## config.mk

```make
export PLATFORM = sky130hd
export DESIGN_NAME = multilane_deserializer
export DESIGN_NICKNAME = d
export VERILOG_FILES = /design/src/rtl/multilane_deserializer.sv
export SDC_FILE = /design/constraint.sdc
export NUM_CORES = 1
export LEC_CHECK = 0
export ABC_CLOCK_PERIOD_IN_PS = 6830
export BUFFER_PORTS_ARGS = -buffer_cell sky130_fd_sc_hd__buf_2
export CORE_ASPECT_RATIO = 1.4
export CORE_MARGIN = 5
export CORE_UTILIZATION = 38
export CTS_CLUSTER_DIAMETER = 80
export DETAILED_ROUTE_END_ITERATION = 12
export SLEW_MARGIN = 20
export SYNTH_ARGS = -nofsm -noshare
export SYNTH_HDL_FRONTEND = slang
export SYNTH_SLANG_ARGS = --single-unit
```

## constraint.sdc

```tcl
create_clock -name clk -period 6.83 [get_ports clk]
set_input_delay 0 -clock clk [delete_from_list [all_inputs] [get_ports clk]]
set_output_delay 0 -clock clk [all_outputs]
set_load 0.03 [all_outputs]
```

## src/rtl/multilane_deserializer.sv

```systemverilog
`default_nettype none
// +----------------------------------------------------------------------------+
// | multilane_deserializer: striped serial-to-parallel receiver, FWFT out FIFO |
// | Revision: 1.0                                                              |
// +----------------------------------------------------------------------------+
module multilane_deserializer #(
  parameter int WIDTH      = 32,
  parameter int LANES      = 1,
  parameter int LSB_FIRST  = 1,
  parameter int FIFO_DEPTH = 4
) (
  input  logic                          clk,
  input  logic                          rst,
  input  logic                          bit_en,
  input  logic [LANES-1:0]              serial_data,
  input  logic                          frame_sync,
  output logic [WIDTH-1:0]              m_data,
  output logic                          m_valid,
  input  logic                          m_ready,
  output logic [$clog2(FIFO_DEPTH):0]   fill_level,
  output logic                          busy,
  output logic                          frame_err,
  output logic                          overflow
);

  localparam int BEATS = WIDTH / LANES;
  localparam int BW    = (BEATS > 1) ? $clog2(BEATS) : 1;
  localparam int PW    = (WIDTH > 1) ? $clog2(WIDTH) : 1;
  localparam int AW    = $clog2(FIFO_DEPTH);

  typedef enum logic [0:0] {IDLE = 1'b0, RECV = 1'b1} state_t;

  state_t             state_q, state_d;
  logic [BW-1:0]      beat_cnt_q, beat_cnt_d;
  logic [WIDTH-1:0]   asm_q, asm_d;
  logic               frame_err_q, frame_err_d;
  logic               overflow_q, overflow_d;
  logic [AW-1:0]      wr_ptr_q, wr_ptr_d, rd_ptr_q, rd_ptr_d;
  logic [AW:0]        count_q, count_d;
  logic [WIDTH-1:0]   mem_q [FIFO_DEPTH];
  logic [WIDTH-1:0]   mem_d [FIFO_DEPTH];

  logic               capture, push, pop, full, push_ok;
  logic [BW-1:0]      cur_beat;
  logic [PW-1:0]      pos;

  // Frame assembly: a frame_sync strobe always restarts at beat 0, in either state.
  always_comb begin
    state_d     = state_q;
    beat_cnt_d  = beat_cnt_q;
    asm_d       = asm_q;
    frame_err_d = 1'b0;
    capture     = 1'b0;
    push        = 1'b0;
    cur_beat    = '0;
    pos         = '0;
    if (bit_en) begin
      if (frame_sync) begin
        capture     = 1'b1;
        asm_d       = '0;
        frame_err_d = (state_q == RECV);
      end else if (state_q == RECV) begin
        capture  = 1'b1;
        cur_beat = beat_cnt_q;
      end
    end
    if (capture) begin
      for (int l = 0; l < LANES; l++) begin
        pos = PW'(int'(cur_beat) * LANES + l);
        if (LSB_FIRST == 0) pos = PW'(WIDTH - 1) - pos;
        asm_d[pos] = serial_data[l];
      end
      if (int'(cur_beat) == BEATS - 1) begin
        push       = 1'b1;
        state_d    = IDLE;
        beat_cnt_d = '0;
      end else begin
        state_d    = RECV;
        beat_cnt_d = cur_beat + BW'(1);
      end
    end
  end

  // A full FIFO still accepts the push when the head leaves on the same edge.
  always_comb begin
    pop        = (count_q != '0) && m_ready;
    full       = (count_q == (AW+1)'(FIFO_DEPTH));
    push_ok    = push && (!full || pop);
    overflow_d = overflow_q || (push && full && !pop);
    mem_d      = mem_q;
    wr_ptr_d   = wr_ptr_q;
    rd_ptr_d   = rd_ptr_q;
    count_d    = count_q;
    if (push_ok) begin
      mem_d[wr_ptr_q] = asm_d;
      wr_ptr_d        = wr_ptr_q + AW'(1);
    end
    if (pop) rd_ptr_d = rd_ptr_q + AW'(1);
    case ({push_ok, pop})
      2'b10:   count_d = count_q + (AW+1)'(1);
      2'b01:   count_d = count_q - (AW+1)'(1);
      default: count_d = count_q;
    endcase
  end

  always_ff @(posedge clk) begin
    if (rst) begin
      state_q     <= IDLE;
      beat_cnt_q  <= '0;
      asm_q       <= '0;
      frame_err_q <= 1'b0;
      overflow_q  <= 1'b0;
      wr_ptr_q    <= '0;
      rd_ptr_q    <= '0;
      count_q     <= '0;
      mem_q       <= '{default: '0};
    end else begin
      state_q     <= state_d;
      beat_cnt_q  <= beat_cnt_d;
      asm_q       <= asm_d;
      frame_err_q <= frame_err_d;
      overflow_q  <= overflow_d;
      wr_ptr_q    <= wr_ptr_d;
      rd_ptr_q    <= rd_ptr_d;
      count_q     <= count_d;
      mem_q       <= mem_d;
    end
  end

  assign m_data     = mem_q[rd_ptr_q];
  assign m_valid    = (count_q != '0);
  assign fill_level = count_q;
  assign busy       = (state_q == RECV);
  assign frame_err  = frame_err_q;
  assign overflow   = overflow_q;

endmodule
`default_nettype wire

```

==> flow_metrics.tcl <==
set metrics [dict create \
    power.total_mw 1.99 \
    synth.cell_area_um2 8210 \
    cts.path.max_buffers 2 \
    place.detailed.hpwl_um 11100 \
    place_congestion 0.759 \
    setup-violations-final 0 \
    die_area_um2 24700 \
    worst_r2r_endpoint "mem_q[81]" \
    rsz0062_at_grt "no" \
    period_minus_slack_ns 4.40 \
    finish.instance_area_um2 9000 \
    grt_overflow 0 \
    worst_hold_slack_ns 0.0349 \
    reg2reg_slack_ns 2.43 \
    ctsResizeCount 0 \
    antenna_found_initial 0 \
    cts_tree "built" \
    p_leak_nw 3.02 \
    drt_first_pass_iters 4 \
    cp_cell_sequence "and3b_1 > nand2_1 > inv_1 > ha_1 > nand4b_1 > nor2_1 > ha_1 > o211ai_2 > nor3b_4 > buf_12 > nor2_1 > a211oi_1" \
    placement.io_buffers 44 \
    cts.repair_timing.setup_buffer_count 0 \
    run_status "finished clean" \
    synth-async-reset-ratio_pct 0 \
    n_fill_cell 1972 \
    ff2ff_path_depth 12 \
    ant_nets 0 \
    netlist_instances 759 \
    grt_pass1_wl_um 28900 \
    synthDominantCellAreaShare_pct 42.7 \
    die_w_um 134 \
    post_drt_wl_per_cell_um 16.9 \
    grt.total_usage_pct 14.5 \
    detail_route.iter0.violations 306 \
    fmax_mhz 227 \
    setup-tns-final_ns 0 \
    cts-buffers-inserted 17 \
    critical_path_arrival_ns 4.74 \
    power-per-cell-area_nw_per_um2 221 \
    postRouteWirelength_um 17500 \
    cts_root_buffer "sky130_fd_sc_hd__clkbuf_16" \
    max-vdd-ir-drop_mv 0.147 \
    synth_area_per_cell_um2 10.8 \
    fp-row-count 63 \
    ys_ff_latch 175 \
    synth_top_flop_cell "sky130_fd_sc_hd__dfxtp_1" \
    ctsHtreeMaxLevel 4 \
    synth.yosys.warnings 0 \
    cp-end-kind "flop" \
    mappedNetlistNets 776 \
    criticalPathCategory "flop to flop" \
    drive_gt1_share_pct 34.1 \
    initial_cell_density_of_the_core_pct 38.7 \
    regToRegStartpoint "busy" \
    die_h_um 184 \
    max_cap_violations 0 \
    layout_worst_path_cycle_share_pct 64.4 \
    antennaDiodeCount 0 \
    holdCritPathClass "primary input to flop" \
    worst_skew_pair.late_latency_ns 0.43 \
    hold_viol 0 \
    timing_worst_slew_pin_value_ns 1.10 \
    layout-area-overhead-vs-synth_pct 9.70 \
    timing.critical_path.fanout_max 42 \
    clock-skew-final_ns 0.00881 \
    clk_pin_slew_ns 0.07 \
    synth_largest_area_cell "sky130_fd_sc_hd__dfxtp_1" \
    yosysSeqAreaShare_pct 42.7 \
    timing.critical_path.from_type "flop" \
    num_io_pins 45 \
    critical-path-slowest-cell "sky130_fd_sc_hd__nor3b_4" \
    critical_path.endpoint "mem_q[81]" \
    detailed_route_drc_error_count 0 \
    synth_edf_count 0 \
    core-area_um2 21200 \
    placed_cell_area_um2 8430 \
    grt_max_degree 64 \
    cp-startpoint "busy" \
    synth.top_cells.by_area "sky130_fd_sc_hd__dfxtp_1, sky130_fd_sc_hd__a211oi_2, sky130_fd_sc_hd__nor2_1, sky130_fd_sc_hd__mux4_2, sky130_fd_sc_hd__o211a_1" \
    total_number_of_nets_in_the_final_design 778 \
    crit_path_max_incr_delay_ns 0.87 \
    synth.lib_cells_used.distinct 47 \
    slew_headroom_pct 26.9 \
    grt_pass1_vias 5353 \
    vias_per_cell 5.34 \
    num_vias 5521 \
    timing.final.max_slew_violations 0 \
    cts.sinks 175 \
    worst-endpoint-required_ns 7.17 \
]
[final cells by class]
type	count	area [µm²]	area share, %
inverter	8	30.0	0.334
multi-input combinational	503	4250	47.2
tap	260	325	3.61
clock inverter	13	106	1.18
clock buffer	19	453	5.03
sequential	175	3510	38.9
timing repair buffer	56	332	3.68
[worst min path at each step]
stage	depth (start not counted)	to	startpoint	slack [ns]
floorplan	3	overflow	m_ready	0.28
global placement	1	frame_err	frame_err	0.44
detailed placement	1	frame_err	frame_err	0.44
CTS	3	busy	frame_sync	0.01
global route	4	rd_ptr_q[0]	m_ready	0.06
finish	3	busy	frame_sync	0.03
[worst max-delay path, delay by kind of cell, from the launching register on]
kind	cells	cell delay (ns)
AOI/OAI and AO/OA	2	0.46
buffers and inverters	2	0.41
and+or+nand+nor	6	1.89
DFF	1	0.82
adders and majority gates	2	0.69
[placed cells by master, fill, tap and decap left out, types with 4 or more instances in the layout]
cell type,Yosys,routed
sky130_fd_sc_hd__nor2_1,197,197
sky130_fd_sc_hd__dfxtp_1,175,173
sky130_fd_sc_hd__a211oi_2,99,99
sky130_fd_sc_hd__buf_2,19,43
sky130_fd_sc_hd__mux4_2,32,32
sky130_fd_sc_hd__a211oi_1,31,31
sky130_fd_sc_hd__o211a_1,24,24
sky130_fd_sc_hd__a21oi_2,24,24
sky130_fd_sc_hd__clkbuf_16,0,17
sky130_fd_sc_hd__nand3_1,12,12
sky130_fd_sc_hd__ha_1,10,10
sky130_fd_sc_hd__buf_4,17,10
sky130_fd_sc_hd__inv_1,8,8
sky130_fd_sc_hd__nand2_1,7,7
sky130_fd_sc_hd__a21oi_1,6,6
sky130_fd_sc_hd__o21ai_0,5,5
sky130_fd_sc_hd__clkinv_4,0,5
sky130_fd_sc_hd__nand4b_1,4,4
sky130_fd_sc_hd__and4_1,4,4
sky130_fd_sc_hd__a31oi_2,4,4
sky130_fd_sc_hd__a32oi_2,4,4
[registers in the layout, indices dropped and copies added (netlist names)]
name	flops
asm_q	32
beat_cnt_q	5
busy	1
fill_level	3
frame_err	1
mem_q	128
overflow	1
rd_ptr_q	2
wr_ptr_q	2
[per-stage QoR]
| stage | utilization (%) | setup slack, ns | cells |
|---|---|---|---|
| after global placement | 39.8 | 2.59 | 1001 |
| after detailed placement | 39.8 | 2.48 | 1001 |
| final | 42.5 | 2.43 | 1034 |
| after floorplan | - | 3.22 | 759 |
| after CTS | 42.5 | 2.48 | 1034 |
| after global routing | 42.5 | 2.09 | 1034 |
[layer usage]
metal  share of wire (%)  up-vias  global-route usage (%)  routed length (µm)
li1                    -     2784                       -                   -
met1                  46     2646                    18.3                8040
met2                  50       71                    25.1                8820
met3                 2.4       20                    2.96                 428
met4                 1.3        0                    4.48                 219
met5                   0        -                       0                   0
[Yosys cell counts (all sizes together) (7+ instances only)]
| library cell | number |
|---|---|
| o211a | 25 |
| ha | 10 |
| a211oi | 130 |
| inv | 8 |
| nand2 | 7 |
| nand3 | 12 |
| clkbuf | 21 |
| a21oi | 30 |
| buf | 52 |
| nor2 | 197 |
| dfxtp | 175 |
| mux4 | 32 |
[logic make-up after synthesis]
logic type | synth area share (%)
AND/OR/NAND/NOR | 14.0
AO/OA/AOI/OAI | 26.3
multiplexers | 8.90
buffers and inverters | 5.78
flip-flops | 42.7
XOR/XNOR | 0.534
adder cells (fa/ha/maj) | 1.77
[timing repair]
| item | 4_1_cts | 5_1_grt |
|---|---|---|
| endpoints found under the setup margin | 0 | 0 |
| hold buffers | 1 | 0 |
| endpoints found under the hold margin | 2 | 0 |
[power breakdown]
part	switching, mW	total, mW	internal, mW
combinational	0.0413	0.0506	0.00929
clock	0.423	0.915	0.492
sequential	0.00351	1.03	1.02
total	0.468	1.99	1.52
Power figures use the tool's default switching activity.
